$ cat config.mk
export PLATFORM = sky130hd
export DESIGN_NAME = up_gpio_core
export DESIGN_NICKNAME = d
export VERILOG_FILES = /design/src/rtl/up_gpio_core_pkg.sv /design/src/rtl/up_gpio_irq.sv /design/src/rtl/up_gpio_core.sv
export SDC_FILE = /design/constraint.sdc
export NUM_CORES = 1
export LEC_CHECK = 0
export ABC_CLOCK_PERIOD_IN_PS = 2700
export CAP_MARGIN = 10
export CORE_MARGIN = 10
export CORE_UTILIZATION = 31
export CTS_CLUSTER_SIZE = 16
export DETAILED_ROUTE_END_ITERATION = 8
export PLACE_DENSITY_LB_ADDON = 0.08
export SYNTH_ARGS = -nofsm -noshare
export SYNTH_HDL_FRONTEND = slang
export SYNTH_SLANG_ARGS = --single-unit
$ cat constraint.sdc
create_clock -name clk -period 2.7 [get_ports clk]
set_input_delay 0.675 -clock clk [delete_from_list [all_inputs] [get_ports clk]]
set_output_delay 0.675 -clock clk [all_outputs]
set_load 0.005 [all_outputs]
$ cat src/rtl/up_gpio_core_pkg.sv
// Shared definitions for the uP-bus GPIO core: register offsets and field positions.
// Optional input synchronizer in the core is enabled with `define UP_GPIO_INPUT_SYNC_EN.
package up_gpio_core_pkg;

  localparam int unsigned REG_OFFSET_W = 12;

  localparam logic [REG_OFFSET_W-1:0] REG_GPIO_DATA  = 12'h000;
  localparam logic [REG_OFFSET_W-1:0] REG_GPIO_TRI   = 12'h004;
  localparam logic [REG_OFFSET_W-1:0] REG_GPIO2_DATA = 12'h008;
  localparam logic [REG_OFFSET_W-1:0] REG_GPIO2_TRI  = 12'h00C;
  localparam logic [REG_OFFSET_W-1:0] REG_GIER       = 12'h11C;
  localparam logic [REG_OFFSET_W-1:0] REG_IP_ISR     = 12'h120;
  localparam logic [REG_OFFSET_W-1:0] REG_IP_IER     = 12'h128;

  localparam int unsigned GIER_EN_BIT = 31;

  // Word-aligned register offset: low 12 address bits with the sub-word bits cleared.
  function automatic logic [REG_OFFSET_W-1:0] reg_offset(
    input logic [REG_OFFSET_W-1:0] addr,
    input int unsigned             bus_bytes
  );
    return addr & ~REG_OFFSET_W'(bus_bytes - 1);
  endfunction

endpackage

$ cat src/rtl/up_gpio_irq.sv
// Change detector plus GIER/IER/ISR registers and the registered level interrupt.
module up_gpio_irq #(
  parameter int unsigned GPIO_WIDTH = 32
) (
  input  logic                  clk,
  input  logic                  rstn,
  input  logic [GPIO_WIDTH-1:0] gpio_in,
  input  logic [GPIO_WIDTH-1:0] gpio_t,
  input  logic                  gier_we,
  input  logic                  ier_we,
  input  logic                  isr_we,
  input  logic                  wbit_gier,
  input  logic                  wbit_lsb,
  output logic                  gier,
  output logic                  ier,
  output logic                  isr,
  output logic                  irq
);

  logic [GPIO_WIDTH-1:0] gpio_prev;
  logic                  change_c;

  // Only pins configured as inputs can raise a change event.
  assign change_c = |((gpio_in ^ gpio_prev) & gpio_t);

  always_ff @(posedge clk or negedge rstn) begin
    if (!rstn) begin
      gpio_prev <= '0;
      gier      <= 1'b0;
      ier       <= 1'b0;
      isr       <= 1'b0;
      irq       <= 1'b0;
    end else begin
      gpio_prev <= gpio_in;
      if (gier_we) gier <= wbit_gier;
      if (ier_we)  ier  <= wbit_lsb;
      // A new event in the same cycle as a write-1-to-clear keeps the status set.
      if (change_c)                  isr <= 1'b1;
      else if (isr_we && wbit_lsb)   isr <= 1'b0;
      irq <= gier & ier & isr;
    end
  end

endmodule

$ cat src/rtl/up_gpio_core.sv
// Single-channel GPIO on the uP req/ack register bus, AXI GPIO register layout.
// Define UP_GPIO_INPUT_SYNC_EN to add a 2-flop synchronizer ahead of the input sample register.
module up_gpio_core
  import up_gpio_core_pkg::*;
#(
  parameter int unsigned ADDRESS_WIDTH = 32,
  parameter int unsigned BUS_WIDTH     = 4,
  parameter int unsigned GPIO_WIDTH    = 32,
  parameter int unsigned IRQ_ENABLE    = 1
) (
  input  logic                     clk,
  input  logic                     rstn,
  input  logic                     up_rreq,
  output logic                     up_rack,
  input  logic [ADDRESS_WIDTH-1:0] up_raddr,
  output logic [BUS_WIDTH*8-1:0]   up_rdata,
  input  logic                     up_wreq,
  output logic                     up_wack,
  input  logic [ADDRESS_WIDTH-1:0] up_waddr,
  input  logic [BUS_WIDTH*8-1:0]   up_wdata,
  output logic                     irq,
  input  logic [GPIO_WIDTH-1:0]    gpio_io_i,
  output logic [GPIO_WIDTH-1:0]    gpio_io_o,
  output logic [GPIO_WIDTH-1:0]    gpio_io_t
);

  localparam int unsigned DATA_W = BUS_WIDTH * 8;

  logic [GPIO_WIDTH-1:0]   gpio_raw;
  logic [GPIO_WIDTH-1:0]   gpio_in;
  logic [REG_OFFSET_W-1:0] roff;
  logic [REG_OFFSET_W-1:0] woff;
  logic                    data_we;
  logic                    tri_we;
  logic                    gier_we;
  logic                    ier_we;
  logic                    isr_we;
  logic                    gier;
  logic                    ier;
  logic                    isr;
  logic [DATA_W-1:0]       rdata_c;

`ifdef UP_GPIO_INPUT_SYNC_EN
  logic [GPIO_WIDTH-1:0] sync_q1;
  logic [GPIO_WIDTH-1:0] sync_q2;

  // Metastability guard for asynchronous pad inputs.
  always_ff @(posedge clk or negedge rstn) begin
    if (!rstn) begin
      sync_q1 <= '0;
      sync_q2 <= '0;
    end else begin
      sync_q1 <= gpio_io_i;
      sync_q2 <= sync_q1;
    end
  end

  assign gpio_raw = sync_q2;
`else
  assign gpio_raw = gpio_io_i;
`endif

  assign roff = reg_offset(up_raddr[REG_OFFSET_W-1:0], BUS_WIDTH);
  assign woff = reg_offset(up_waddr[REG_OFFSET_W-1:0], BUS_WIDTH);

  assign data_we = up_wreq && (woff == REG_GPIO_DATA);
  assign tri_we  = up_wreq && (woff == REG_GPIO_TRI);
  assign gier_we = up_wreq && (woff == REG_GIER);
  assign ier_we  = up_wreq && (woff == REG_IP_IER);
  assign isr_we  = up_wreq && (woff == REG_IP_ISR);

  // Upper address bits only alias the register window.
  if (ADDRESS_WIDTH > REG_OFFSET_W) begin : g_addr_hi
    logic unused_addr_hi;
    assign unused_addr_hi = ^{up_raddr[ADDRESS_WIDTH-1:REG_OFFSET_W],
                              up_waddr[ADDRESS_WIDTH-1:REG_OFFSET_W]};
  end

  // Read mux: driven pins read back their output value, input pins their sampled level.
  always_comb begin
    rdata_c = '0;
    case (roff)
      REG_GPIO_DATA:  rdata_c = DATA_W'((gpio_in & gpio_io_t) | (gpio_io_o & ~gpio_io_t));
      REG_GPIO_TRI:   rdata_c = DATA_W'(gpio_io_t);
      REG_GPIO2_DATA: rdata_c = '0;
      REG_GPIO2_TRI:  rdata_c = '0;
      REG_GIER:       rdata_c[GIER_EN_BIT] = gier;
      REG_IP_ISR:     rdata_c[0] = isr;
      REG_IP_IER:     rdata_c[0] = ier;
      default:        rdata_c = '0;
    endcase
  end

  always_ff @(posedge clk or negedge rstn) begin
    if (!rstn) begin
      up_rack   <= 1'b0;
      up_wack   <= 1'b0;
      up_rdata  <= '0;
      gpio_io_o <= '0;
      gpio_io_t <= '1;
      gpio_in   <= '0;
    end else begin
      up_rack  <= up_rreq;
      up_wack  <= up_wreq;
      up_rdata <= up_rreq ? rdata_c : '0;
      gpio_in  <= gpio_raw;
      if (data_we) gpio_io_o <= up_wdata[GPIO_WIDTH-1:0];
      if (tri_we)  gpio_io_t <= up_wdata[GPIO_WIDTH-1:0];
    end
  end

  if (IRQ_ENABLE != 0) begin : g_irq
    up_gpio_irq #(
      .GPIO_WIDTH (GPIO_WIDTH)
    ) u_irq (
      .clk       (clk),
      .rstn      (rstn),
      .gpio_in   (gpio_in),
      .gpio_t    (gpio_io_t),
      .gier_we   (gier_we),
      .ier_we    (ier_we),
      .isr_we    (isr_we),
      .wbit_gier (up_wdata[GIER_EN_BIT]),
      .wbit_lsb  (up_wdata[0]),
      .gier      (gier),
      .ier       (ier),
      .isr       (isr),
      .irq       (irq)
    );
  end else begin : g_no_irq
    logic unused_irq_we;
    assign unused_irq_we = ^{gier_we, ier_we, isr_we};
    assign gier = 1'b0;
    assign ier  = 1'b0;
    assign isr  = 1'b0;
    assign irq  = 1'b0;
  end

endmodule

=== Yosys cells after proc, flatten, opt, wreduce, memory -nomap -nowiden ===
Index checks and enable logic that the tools add are counted.

* Bits in read-only memories: 0
* Memories kept: 0
* RAM bits: 0
* Bits in registers: 166
* Input port bits: 132
* Latch bits: 0
* Word-level logic and storage cells: 43

* Bitwise logic cells: 8
* $add $sub $neg: 0
* Mux-type cells: 6
* Order comparisons: 0
* Equal/unequal tests: 8
* Multipliers: 0
* Reductions and logical operators: 10
* Shifts and indexed selects: 0
* Div/mod/pow operators: 0

{| class="wikitable"
|+ Operator list
! kind !! count
|-
| 32-bit AND || 3
|-
| 10-bit by 7-bit equality test with 1-bit output (second input constant) || 6
|-
| 30-bit case mux with 2 select lines || 1
|-
| 32-bit 2-to-1 mux || 1
|-
| 32-bit inverter || 1
|-
| 32-bit bitwise OR || 1
|-
| 32-bit OR reduction || 1
|-
| 32-bit XOR || 1
|-
| 12-bit zero test || 2
|-
| 10-bit by 1-bit equality test with 1-bit output (second input constant) || 2
|-
| 1-bit logical AND || 6
|-
| 1-bit case mux with 4 select lines || 1
|-
| 1-bit case mux with 3 select lines || 1
|-
| 1-bit AND || 2
|-
| 1-bit 2-to-1 mux || 2
|-
| 2-bit nonzero test || 1
|}

=== Depth between registers and ports, before layout ===
* Depth in word-level cells: 5
* Mapped depth: 6
* Gate-level depth less buffers: 5

=== Modules after synthesis ===
Synthesis repeated with hierarchy kept, for this count alone.

* Cell total of the unflattened synthesis: 454
* Area total of the unflattened synthesis: 6369.9 um^2

{| class="wikitable"
|+ By module, submodules not included
! module !! area an instance (um^2) !! times used !! sequential area each (um^2) !! cells each
|-
| up_gpio_core || 4999.8 || 1 || 3293.2 || 360
|-
| up_gpio_irq || 1370.1 || 1 || 900.9 || 94
|}

=== Worst setup path after synthesis ===
Ideal clock, no wire load.

* Path kind: input port to flip-flop
* Start point: in up_waddr[4]
* End point: reg gpio_io_t[10]
* Stages on the path: 6
* Setup slack: 0.648 ns
* Data required time: 2.618 ns
* Arrival: 1.970 ns
* Cell sequence: nor4b_4 nand3_2 or3b_1 buf_6 buf_12 mux2_4

* Word-level cells in the longest chain between the ends: 2

{| class="wikitable"
|+ RTL lines
! what !! line !! RTL
|-
| start, declared || up_gpio_core.sv:19 || <nowiki>input logic [ADDRESS_WIDTH-1:0] up_waddr,</nowiki>
|-
| 10-bit by 1-bit equality test with 1-bit output || up_gpio_core.sv:67 || <nowiki>assign tri_we = up_wreq && (woff == REG_GPIO_TRI);</nowiki>
|-
| 1-bit logical AND || up_gpio_core.sv:67 ||
|-
| end signal, assigned || up_gpio_core.sv:108 || <nowiki>if (tri_we) gpio_io_t <= up_wdata[GPIO_WIDTH-1:0];</nowiki>
|-
| end, declared || up_gpio_core.sv:24 || <nowiki>output logic [GPIO_WIDTH-1:0] gpio_io_t</nowiki>
|}

No other way between the ends.
A chain may end at the register's enable or synchronous reset.

=== Worst setup path in the final report ===
* Start point: in up_waddr[4]
* End point: reg gpio_io_o[16]

* Word-level cells in the longest chain between the ends: 2

{| class="wikitable"
|+ RTL lines
! what !! line !! RTL
|-
| 12-bit zero test || up_gpio_core.sv:66 || <nowiki>assign data_we = up_wreq && (woff == REG_GPIO_DATA);</nowiki>
|-
| 1-bit logical AND || up_gpio_core.sv:66 ||
|-
| end signal, assigned || up_gpio_core.sv:107 || <nowiki>if (data_we) gpio_io_o <= up_wdata[GPIO_WIDTH-1:0];</nowiki>
|-
| end, declared || up_gpio_core.sv:23 || <nowiki>output logic [GPIO_WIDTH-1:0] gpio_io_o,</nowiki>
|}

No other way between the ends.

==> impl_metrics.json <==
{
  "first_global_vias": 4612,
  "place_inst": 905,
  "setup_viol": 0,
  "gr-usage-all-layers_pct": 13.8,
  "worstHoldPathType": "in -> async",
  "antenna_found_initial": 1,
  "root_buffer": "clkbuf_16",
  "hpwl_mm": 13.0,
  "numClockSinks": 166,
  "drc": 0,
  "wl_per_cell_um": 19.7,
  "cts.path.max_buffers": 2,
  "clk_pin_slew_ns": 0.07,
  "cts_setup_buffers": 0,
  "numCtsBuffers": 17,
  "cp_max_fo": 13,
  "avgSynthCellArea_um2": 14.0,
  "max_cap_violations": 0,
  "crit_type": "in -> reg",
  "core_area_mm2": 0.0202,
  "ant_nets": 0,
  "clkLatencyLatePin_ns": 0.43,
  "place.gp.congestion": 0.788,
  "totalWireLength_mm": 18.5,
  "die_h_um": 164,
  "grt_max_degree": 70,
  "syn_inst": 458,
  "drive_gt1_share_pct": 21.9,
  "ctsResizeCount": 0,
  "hold_violations": 0,
  "fmaxAchievable_ghz": 0.437,
  "cp.arrival_ns": 2.59,
  "fin_tns_setup_ns": 0,
  "ios": 231,
  "post_dp_cell_area_mm2": 0.00859,
  "pre_cts_ws_ns": -0.0309,
  "slowest_stage": "or3_2",
  "ys_types": 34,
  "yosys_warnings": 0,
  "startpoint_type": "primary input",
  "grt_pass1_wl_mm": 28.2,
  "crit_chain": "clkdlybuf4s50_1 > nor4b_4 > nand3_2 > or3_2 > buf_4 > mux2_2",
  "cp.required_ns": 3.00,
  "final.min_clock_period_ns": 2.29,
  "dieArea_mm2": 0.0268,
  "placementRows": 52,
  "cts_tree": "done",
  "max_stage_delay_ns": 0.47,
  "tightest_slew_ns": 0.756,
  "vias": 4266,
  "die_x_um": 164,
  "fin_util_pct": 45.6,
  "viasPerCell": 4.55,
  "grt_setup_unrepaired": "no",
  "cts_hold_buf": 0,
  "drv_slew": 0,
  "htree_levels": 4,
  "start_util_pct": 31.6,
  "status": "complete, no violations",
  "synth_nets": 590,
  "post-route-period-util_pct": 84.8,
  "fin_ws_ns": 0.411,
  "p_per_area_mw_per_mm2": 603,
  "fin_skew_ns": 0.0139,
  "area_growth_pct": 44.3,
  "fin_cells": 937,
  "reg2reg_slack_ns": 1.06,
  "dr.pass1.iters": 4,
  "p_leak_nw": 3.92,
  "nNetsFinal": 786,
  "io_buffers": 186,
  "fin_area_mm2": 0.00922,
  "ir_drop_mv": 0.361,
  "slew_headroom_pct": 49.6,
  "drt_iter0_drc": 159,
  "synth_seq_area_share_pct": 65.6,
  "ys_ff_latch": 166,
  "grt_overflow": 0,
  "syn_area_mm2": 0.00639,
  "end_kind": "flop",
  "diodes": 0
}
cell usage in the layout, fill, tap and decap left out, types with 2 or more instances in the layout:
cell,count
clkdlybuf4s50_1,184
dfrtp_1,134
nor2_1,36
nand2_1,34
mux2_2,34
o21ai_0,33
a21oi_1,32
xor2_1,32
dfstp_2,32
mux2_4,30
clkbuf_16,17
a22oi_1,14
buf_12,6
nand4_1,5
inv_6,4
nor4_1,3
clkbuf_8,3
bufinv_16,3
buf_4,3
nand3b_1,2
nor3b_1,2
mux2_1,2
nand4b_1,2
clkinvlp_4,2
path summary, 6_finish.rpt:
| path | from | cells after the start | endpoint |
|---|---|---|---|
| hold reg to reg | gpio_in[12] | 0 | g_irq.u_irq.gpio_prev[12] |
| min in group clk | gpio_in[12] | 0 | g_irq.u_irq.gpio_prev[12] |
| hold / removal | rstn | 1 | up_rack |
| max in group asynchronous | rstn | 2 | gpio_io_t[13] |
| setup reg to reg | gpio_in[27] | 5 | g_irq.u_irq.isr |
| setup / recovery | up_waddr[4] | 6 | gpio_io_o[16] |
sequential cells by signal, indices dropped and copies added, names as in the netlist:
register / count
g_irq.u_irq.gpio_prev: 32
gpio_in: 32
gpio_io_o: 32
gpio_io_t: 32
up_rdata: 32
g_irq.u_irq.gier: 1
g_irq.u_irq.ier: 1
g_irq.u_irq.irq: 1
g_irq.u_irq.isr: 1
up_rack: 1
up_wack: 1
metrics by stage:
stage               power [mW]  hold WS [ns]
detailed placement        3.00         0.399
finish                    5.56         0.160
floorplan                 2.73         0.379
global route              5.77         0.161
global placement          3.00         0.398
CTS                       5.63         0.161
worst max-delay path, delay by kind of cell:
kind	cells	cell delay (ns)
AND/OR/NAND/NOR	3	0.91
multiplexers	1	0.29
buffers and inverters	2	0.70
final cells by class:
type                            instances  area (um2)
Sequential cell                       166        4190
Multi-Input combinational cell        274        2050
Timing Repair Buffer                  195        2000
Fill cell                            1853       11000
Tap cell                              270         338
Clock buffer                           20         467
Clock inverter                         12         165
logic make-up (layout without fill, tap and decap cells):
family | after synthesis | in the layout | share of synthesized area [%]
muxes | 67 | 67 | 13.6
and+or+nand+nor | 94 | 94 | 7.11
xor gates and xnor gates | 32 | 32 | 4.39
DFF | 166 | 166 | 65.6
AOI/OAI and AO/OA | 81 | 81 | 7.01
buffers and inverters | 18 | 227 | 2.31
report_power, final:
part,switching [mW],leakage (nW),internal [mW]
registers,0.0492,2.04,2.56
clock network,1.05,0.306,1.55
logic,0.145,1.57,0.196
synthesized netlist by cell type:
cell type,n,area (um2)
nor2_1,36,135
clkbuf_1,9,33.8
a21oi_1,32,160
nand3_1,1,5.00
nor3b_1,2,15.0
nand2b_1,1,6.26
o21ai_0,33,165
nand2_1,34,128
or3b_1,1,8.76
a221oi_1,1,8.76
dfstp_2,32,841
buf_1,1,3.75
nand4_1,5,31.3
xor2_1,32,280
or3b_2,1,8.76
nand3_2,1,10.0
nand4b_1,2,17.5
a22o_1,1,8.76
a22oi_1,14,105
nor4b_4,1,23.8
nand3b_1,2,15.0
mux2_2,34,383
buf_6,4,45.0
mux2_4,30,450
nor4b_1,1,8.76
nor3_2,1,10.0
and3_1,1,6.26
dfrtp_1,134,3350
buf_2,1,5.00
nor4_1,3,18.8
or3_1,1,6.26
buf_12,3,60.1
mux2_1,2,22.5
mux2i_1,1,10.0
per-layer routing:
layer / share of wire [%] / wire (um) / vias up / global-route usage [%]
li1: - / - / 1982 / -
met1: 43 / 8020 / 2138 / 17.3
met2: 47 / 8680 / 134 / 21.3
met3: 8.7 / 1610 / 10 / 6.24
met4: 0.76 / 141 / 2 / 3.49
met5: 0.070 / 13 / - / 0
Power figures use the tool's default switching activity.
